<file path="src/rtl/vram_arbiter_if.sv">
// rtl/vram_arbiter_if.sv - CPU, VRAM macro and display-side signal bundle for vram_arbiter
interface vram_arbiter_if #(
  parameter int VRAM_AW = 13
);
  logic [31:0]        cpu_addr;
  logic [31:0]        cpu_wdata;
  logic               cpu_wvram;
  logic               cpu_rvram;
  logic [31:0]        cpu_rdata;
  logic [VRAM_AW-1:0] vram_addr;
  logic [31:0]        vram_wdata;
  logic               vram_we;
  logic [31:0]        vram_rdata;
  logic               disp_req;
  logic [VRAM_AW-1:0] disp_base;
  logic [VRAM_AW:0]   disp_len;
  logic               disp_abort;
  logic               disp_pop;
  logic [31:0]        disp_data;
  logic               disp_empty;
  logic               fetch_busy;
  logic               fetch_done;
  logic               disp_underrun;

  modport slave (
    input  cpu_addr, cpu_wdata, cpu_wvram, cpu_rvram, vram_rdata,
    input  disp_req, disp_base, disp_len, disp_abort, disp_pop,
    output cpu_rdata, vram_addr, vram_wdata, vram_we,
    output disp_data, disp_empty, fetch_busy, fetch_done, disp_underrun
  );

  modport master (
    output cpu_addr, cpu_wdata, cpu_wvram, cpu_rvram, vram_rdata,
    output disp_req, disp_base, disp_len, disp_abort, disp_pop,
    input  cpu_rdata, vram_addr, vram_wdata, vram_we,
    input  disp_data, disp_empty, fetch_busy, fetch_done, disp_underrun
  );
endinterface

</file>
<file path="src/rtl/vram_arbiter.sv">
// rtl/vram_arbiter.sv - VRAM port sharing between CPU (always wins) and display line prefetch FIFO
module vram_arbiter #(
  parameter int VRAM_AW = 13,
  parameter int FIFO_AW = 2
) (
  input logic           clk,
  input logic           clr,
  vram_arbiter_if.slave bus
);
  localparam int DEPTH = 1 << FIFO_AW;
  localparam logic [FIFO_AW:0] FULL_CNT = {1'b1, {FIFO_AW{1'b0}}};

  typedef enum logic {S_IDLE, S_FETCH} state_t;

  state_t             state, state_nx;
  logic [VRAM_AW-1:0] fa;
  logic [VRAM_AW:0]   rem;
  logic [31:0]        fifo_mem [DEPTH];
  logic [FIFO_AW-1:0] wp, rp;
  logic [FIFO_AW:0]   cnt;
  logic               cpu_act, fifo_full, fifo_empty;
  logic               accept, issue, last_issue, pop_ok;
  logic               busy_q, done_q, und_q;
  logic               unused_addr_bits;

  assign unused_addr_bits = &{1'b0, bus.cpu_addr[31:VRAM_AW+2], bus.cpu_addr[1:0]};

  // CPU owns the port whenever it touches VRAM; fetches only use idle cycles
  assign cpu_act        = bus.cpu_wvram | bus.cpu_rvram;
  assign bus.vram_addr  = cpu_act ? bus.cpu_addr[VRAM_AW+1:2] : fa;
  assign bus.vram_wdata = bus.cpu_wdata;
  assign bus.vram_we    = bus.cpu_wvram;
  assign bus.cpu_rdata  = bus.vram_rdata;

  assign fifo_full  = (cnt == FULL_CNT);
  assign fifo_empty = (cnt == '0);
  assign accept     = (state == S_IDLE) && bus.disp_req && !bus.disp_abort;
  assign issue      = (state == S_FETCH) && !cpu_act && !fifo_full && !bus.disp_abort;
  assign last_issue = issue && (rem == {{VRAM_AW{1'b0}}, 1'b1});
  assign pop_ok     = bus.disp_pop && !fifo_empty && !bus.disp_abort;

  always_comb begin
    state_nx = state;
    if (bus.disp_abort) begin
      state_nx = S_IDLE;
    end else begin
      case (state)
        S_IDLE:  if (accept && bus.disp_len != '0) state_nx = S_FETCH;
        S_FETCH: if (last_issue) state_nx = S_IDLE;
        default: state_nx = S_IDLE;
      endcase
    end
  end

  always_ff @(posedge clk or posedge clr) begin
    if (clr) begin
      state  <= S_IDLE;
      busy_q <= 1'b0;
      done_q <= 1'b0;
    end else begin
      state  <= state_nx;
      busy_q <= (state_nx == S_FETCH);
      done_q <= (accept && bus.disp_len == '0) || last_issue;
    end
  end

  always_ff @(posedge clk or posedge clr) begin
    if (clr) begin
      fa  <= '0;
      rem <= '0;
    end else if (bus.disp_abort) begin
      rem <= '0;
    end else if (accept) begin
      fa  <= bus.disp_base;
      rem <= bus.disp_len;
    end else if (issue) begin
      fa  <= fa + 1'b1;
      rem <= rem - 1'b1;
    end
  end

  always_ff @(posedge clk or posedge clr) begin
    if (clr) begin
      wp  <= '0;
      rp  <= '0;
      cnt <= '0;
    end else if (bus.disp_abort) begin
      wp  <= '0;
      rp  <= '0;
      cnt <= '0;
    end else begin
      if (issue)  wp <= wp + 1'b1;
      if (pop_ok) rp <= rp + 1'b1;
      case ({issue, pop_ok})
        2'b10:   cnt <= cnt + 1'b1;
        2'b01:   cnt <= cnt - 1'b1;
        default: cnt <= cnt;
      endcase
    end
  end

  always_ff @(posedge clk) begin
    if (issue) fifo_mem[wp] <= bus.vram_rdata;
  end

  // A pop on an empty FIFO in the accepting cycle still counts as an underrun
  always_ff @(posedge clk or posedge clr) begin
    if (clr) begin
      und_q <= 1'b0;
    end else if (!bus.disp_abort) begin
      if (bus.disp_pop && fifo_empty) und_q <= 1'b1;
      else if (accept)                und_q <= 1'b0;
    end
  end

  assign bus.disp_data     = fifo_empty ? 32'h0 : fifo_mem[rp];
  assign bus.disp_empty    = fifo_empty;
  assign bus.fetch_busy    = busy_q;
  assign bus.fetch_done    = done_q;
  assign bus.disp_underrun = und_q;
endmodule
</file>
<file path="src/flat_wrapper.sv">
// flat-port wrapper written by rule: the top's interface ports become plain ports
module vram_arbiter_flat 
#(
  parameter int VRAM_AW = 13,
  parameter int FIFO_AW = 2
)
  (clk, clr, bus_cpu_addr, bus_cpu_wdata, bus_cpu_wvram, bus_cpu_rvram, bus_vram_rdata, bus_disp_req, bus_disp_base, bus_disp_len, bus_disp_abort, bus_disp_pop, bus_cpu_rdata, bus_vram_addr, bus_vram_wdata, bus_vram_we, bus_disp_data, bus_disp_empty, bus_fetch_busy, bus_fetch_done, bus_disp_underrun);
  vram_arbiter_if #(.VRAM_AW(VRAM_AW)) bus_i ();
  input logic clk;
  input logic clr;
  input wire logic [$bits(bus_i.cpu_addr)-1:0] bus_cpu_addr;
  input wire logic [$bits(bus_i.cpu_wdata)-1:0] bus_cpu_wdata;
  input wire logic [$bits(bus_i.cpu_wvram)-1:0] bus_cpu_wvram;
  input wire logic [$bits(bus_i.cpu_rvram)-1:0] bus_cpu_rvram;
  input wire logic [$bits(bus_i.vram_rdata)-1:0] bus_vram_rdata;
  input wire logic [$bits(bus_i.disp_req)-1:0] bus_disp_req;
  input wire logic [$bits(bus_i.disp_base)-1:0] bus_disp_base;
  input wire logic [$bits(bus_i.disp_len)-1:0] bus_disp_len;
  input wire logic [$bits(bus_i.disp_abort)-1:0] bus_disp_abort;
  input wire logic [$bits(bus_i.disp_pop)-1:0] bus_disp_pop;
  output wire logic [$bits(bus_i.cpu_rdata)-1:0] bus_cpu_rdata;
  output wire logic [$bits(bus_i.vram_addr)-1:0] bus_vram_addr;
  output wire logic [$bits(bus_i.vram_wdata)-1:0] bus_vram_wdata;
  output wire logic [$bits(bus_i.vram_we)-1:0] bus_vram_we;
  output wire logic [$bits(bus_i.disp_data)-1:0] bus_disp_data;
  output wire logic [$bits(bus_i.disp_empty)-1:0] bus_disp_empty;
  output wire logic [$bits(bus_i.fetch_busy)-1:0] bus_fetch_busy;
  output wire logic [$bits(bus_i.fetch_done)-1:0] bus_fetch_done;
  output wire logic [$bits(bus_i.disp_underrun)-1:0] bus_disp_underrun;
  assign bus_i.cpu_addr = bus_cpu_addr;
  assign bus_i.cpu_wdata = bus_cpu_wdata;
  assign bus_i.cpu_wvram = bus_cpu_wvram;
  assign bus_i.cpu_rvram = bus_cpu_rvram;
  assign bus_i.vram_rdata = bus_vram_rdata;
  assign bus_i.disp_req = bus_disp_req;
  assign bus_i.disp_base = bus_disp_base;
  assign bus_i.disp_len = bus_disp_len;
  assign bus_i.disp_abort = bus_disp_abort;
  assign bus_i.disp_pop = bus_disp_pop;
  assign bus_cpu_rdata = bus_i.cpu_rdata;
  assign bus_vram_addr = bus_i.vram_addr;
  assign bus_vram_wdata = bus_i.vram_wdata;
  assign bus_vram_we = bus_i.vram_we;
  assign bus_disp_data = bus_i.disp_data;
  assign bus_disp_empty = bus_i.disp_empty;
  assign bus_fetch_busy = bus_i.fetch_busy;
  assign bus_fetch_done = bus_i.fetch_done;
  assign bus_disp_underrun = bus_i.disp_underrun;
  vram_arbiter #(.VRAM_AW(VRAM_AW), .FIFO_AW(FIFO_AW)) u_core (.clk(clk), .clr(clr), .bus(bus_i));
endmodule
</file>
<file path="config.mk">
export PLATFORM = sky130hd
export DESIGN_NAME = vram_arbiter_flat
export DESIGN_NICKNAME = d
export VERILOG_FILES = /design/src/rtl/vram_arbiter_if.sv /design/src/rtl/vram_arbiter.sv /design/src/flat_wrapper.sv
export SDC_FILE = /design/constraint.sdc
export NUM_CORES = 1
export LEC_CHECK = 0
export CAP_MARGIN = 20
export CORE_ASPECT_RATIO = 0.5
export CORE_MARGIN = 5
export CORE_UTILIZATION = 44
export CTS_BUF_LIST = sky130_fd_sc_hd__clkbuf_8
export DETAILED_ROUTE_END_ITERATION = 16
export PLACE_DENSITY = 0.85
export SYNTH_ARGS = -nofsm -noshare
export SYNTH_HDL_FRONTEND = slang
export SYNTH_SLANG_ARGS = --single-unit
</file>
<file path="constraint.sdc">
create_clock -name clk -period 2.4 [get_ports clk]
set_input_delay 0.48 -clock clk [delete_from_list [all_inputs] [get_ports clk]]
set_output_delay 0.48 -clock clk [all_outputs]
set_load 0.01 [all_outputs]
</file>
==> key figures <==
Outcome
  – Status: finished, violations left
  – Failing checks: setup timing

Clock tree
  – Root Buffer: clkbuf_8
  – Hold Buf Count CTS: 0
  – CTS max path bufs: 2
  – Skew-Pair Late Insertion Delay: 460 ps
  – CTS buffer count: 17
  – CTS tree: built
  – Num Clock Sinks: 165
  – Reg clk slew, reported paths: 100 ps
  – H-tree lvl count: 4

Setup path
  – Crit-path max FO: 5
  – Critical Path AT: 2050 ps
  – Critical path cell sequence: buf_12 > buf_12 > buf_16 > mux4_2 > nor2b_4 > buf_6
  – Crit end category: primary output
  – Crit-path max cell delay: 520 ps
  – R2r worst-path depth: 7
  – WP data required: 1920 ps
  – Register-to-Register Setup Slack: 110 ps
  – Type of the worst setup path: register to primary output
  – Buffers plus inverters on the worst setup path: 4
  – CP Launch Type: register
  – Crit path depth: 6
  – Slowest CP cell: mux4_2
  – R2r startpoint: u_core.cnt[1]$_DFFE_PP0P_
  – Reg-to-reg endpoint: u_core.cnt[2]$_DFFE_PP0P_
  – CP delay by family, top: multiplexers
  – Most used cell, CP: buf_12

Layout
  – Most common cell after layout, fill and taps aside: edfxtp_1
  – Fin cells: 934
  – Finished Core Util: 59.3%
  – Share of cells above drive strength 1: 29.1%
  – Diode count: 0
  – # nets final: 825
  – Commonest cells after routing, fill and taps aside: edfxtp_1, clkdlybuf4s50_1, dfrtp_1
  – Area growth from synthesis to layout: 32.1%

Power
  – P per Cell Area: 843 mW/mm2
  – Sw frac: 33.1%
  – Logic pwr share: 37.7%
  – Sw power: 2870 uW
  – Share of power burned in registers: 39.0%
  – Int Pwr: 5800 uW
  – Maximum vdd ir drop: 0.537 mV
  – Leakage: 0.00375 uW
  – Clock share of power: 23.3%

STA
  – Measured slew at the worst slew-check pin: 577 ps
  – Post-layout min period: 2530 ps
  – Final setup fails: 20
  – Final Skew: 17.9 ps
  – Final Hold Viols: 0
  – RSZ-0062 raised after global routing: true
  – Final setup margin: -129 ps
  – Slew Limit Fails: 0
  – Fmax: 395 MHz
  – Final period util: 105%
  – Relative max-transition margin: 61.5%

Die
  – Initial Util: 44.9%
  – Die ar.: 0.0206 mm2
  – Ports: 244
  – Core area: 0.0174 mm2
  – Rows: 34
  – Chip width: 198 um
  – Die extent in y: 104 um

Yosys
  – Fraction of post-synthesis cell area in the top cell type by area: 49.4%
  – Mapped Cells: 540
  – Dominant cell type by area after synthesis: edfxtp_1
  – Post-synth EDFFs: 128
  – Seq cells post-synth: 165
  – Unique masters post-synth: 52
  – Main synth FF type: edfxtp_1
  – Synthesized area per cell: 14.4 um2
  – Register area share after synthesis: 61.3%
  – Synth warnings: 0
  – Ranking of synthesized cells by area: edfxtp_1, dfrtp_1, mux4_2
  – Net Count, Synth: 678
  – Async set-reset flop share out of synthesis: 22.4%
  – Synth Cell Area: 0.00779 mm2

Global route
  – Largest net degree at the start of global routing: 38
  – Global router's overall resource usage: 19.1%
  – First-pass GRT wire length: 30.5 mm
  – Initial antenna violation count: 0
  – Vias in the first global route: 5366
  – Grt total ovfl: 0

Placed design
  – I/O Buffers: 160
  – Routability cong.: 0.899
  – HPWL Detailed: 13.0 mm
  – DP Cell Count: 882

Drt
  – Residual DRC count: 0
  – Final ANT Viol Nets: 0
  – Via Count: 5103
  – Top sig layer: met4
  – DR iter-0 viols: 413
  – Routed wl met2: 10.4 mm
  – WL met3: 1.26 mm
  – First-pass DRT Iterations: 5
  – DR vias/cell: 5.46
  – WL/cell: 21.1 um
  – Post-Route WL: 19.7 mm
  – Wl on met1: 7.70 mm

Min path
  – Worst Hold Class: input pin to async pin

Flow run
  – MaxCap Viol Count: 0
[final cells by class]
type | instances | area, um2
Sequential cell | 165 | 4770
Inverter | 9 | 33.8
Fill cell | 1285 | 7070
Tap cell | 234 | 293
Clock buffer | 17 | 234
Timing Repair Buffer | 219 | 2260
Clock inverter | 15 | 184
Multi-Input combinational cell | 275 | 2510
[worst max path at each step]
stage                              start                   endpoint  slack, ps
4_1_cts         u_core.rp[0]$_DFFE_PP0P_           bus_disp_data[7]       -190
2_1_floorplan  u_core.cnt[0]$_DFFE_PP0P_  u_core.cnt[2]$_DFFE_PP0P_         20
3_5_place_dp               bus_cpu_rvram           bus_vram_addr[5]       -240
6_report        u_core.rp[0]$_DFFE_PP0P_          bus_disp_data[11]       -130
3_3_place_gp               bus_cpu_rvram           bus_vram_addr[3]       -230
5_1_grt         u_core.rp[0]$_DFFE_PP0P_          bus_disp_data[11]       -230
[worst reg2reg max path, delay by kind of cell, from the launching register on]
kind	cells	cell delay [ps]
simple gates	3	760
mux	2	580
flops	1	450
fa+ha+maj	1	230
buf+inv	1	170
[what timing repair did]
| item | in CTS | in global routing |
|---|---|---|
| gates resized for setup | 171 | 34 |
| pin swaps | 2 | 2 |
| cloned | 5 | 0 |
| setup buffers | 18 | 4 |
| endpoints found under the hold margin | 0 | 0 |
| endpoints found under the setup margin | 46 | 39 |
[stage by stage]
step	setup slack [ps]	hold WS (ps)	TNS [ps]	total power (uW)	cell area, um2
2_1_floorplan	16.0	494	0	4830	7790
3_3_place_gp	-231	520	-6500	6090	9540
3_5_place_dp	-244	526	-6530	6150	9540
4_1_cts	-195	465	-3180	8550	10200
5_1_grt	-227	493	-3720	9080	10300
6_report	-129	482	-1400	8670	10300
[synth_stat cells, drive strengths merged, types with 2 or more instances]
library cell and number:
a2bb2oi 5, o31ai 2, or3 5, xor2 9, nor2 19, nor3b 2
mux2 16, a211oi 3, inv 9, o22ai 5, o21ai 8, and3 8
o311ai 4, o211ai 5, nor4 8, a21oi 10, and4 2, clkbuf 17
xnor2 4, dfrtp 37, edfxtp 128, a221o 2, nand4 10, nor2b 35
buf 74, mux4 32, and2 2, nand3 14, nand2 31, nor3 4
nand2b 2, a31oi 5, nand4b 3, mux2i 3, ha 7
[layer usage]
layer | up-vias | track usage, %
met5 | - | 0
met4 | 0 | 5.11
met3 | 38 | 4.27
met2 | 187 | 33.9
met1 | 2596 | 23.5
li1 | 2282 | -
[power by group through the flow]
stage / combinational, uW / sequential (uW) / clock, uW
floorplan: 1470 / 3360 / 0
global placement: 2670 / 3410 / 0
detailed placement: 2730 / 3420 / 0
CTS: 3130 / 3370 / 2050
global route: 3500 / 3390 / 2190
finish: 3270 / 3380 / 2020
[flip-flops by register name, summed over array words and instances (netlist names)]
| signal | cells |
|---|---|
| u_core.rem | 14 |
| u_core.wp | 2 |
| u_core.state | 1 |
| u_core.cnt | 3 |
| u_core.bus.disp_underrun | 1 |
| u_core.fa | 13 |
| u_core.rp | 2 |
| u_core.fifo_mem | 128 |
| u_core.bus.fetch_done | 1 |
[kinds of logic (layout without fill, tap and decap cells)]
| family | count (synthesis) | in the layout | synth area share, % |
|---|---|---|---|
| AOI/OAI and AO/OA | 53 | 53 | 4.64 |
| xor gates and xnor gates | 13 | 13 | 1.46 |
| adders and majority gates | 8 | 8 | 1.38 |
| buffers and inverters | 100 | 260 | 8.18 |
| DFF | 165 | 165 | 61.3 |
| muxes | 51 | 51 | 12.0 |
| and+or+nand+nor | 150 | 150 | 11.1 |
Note: power is estimated with default switching activity, not from simulation.
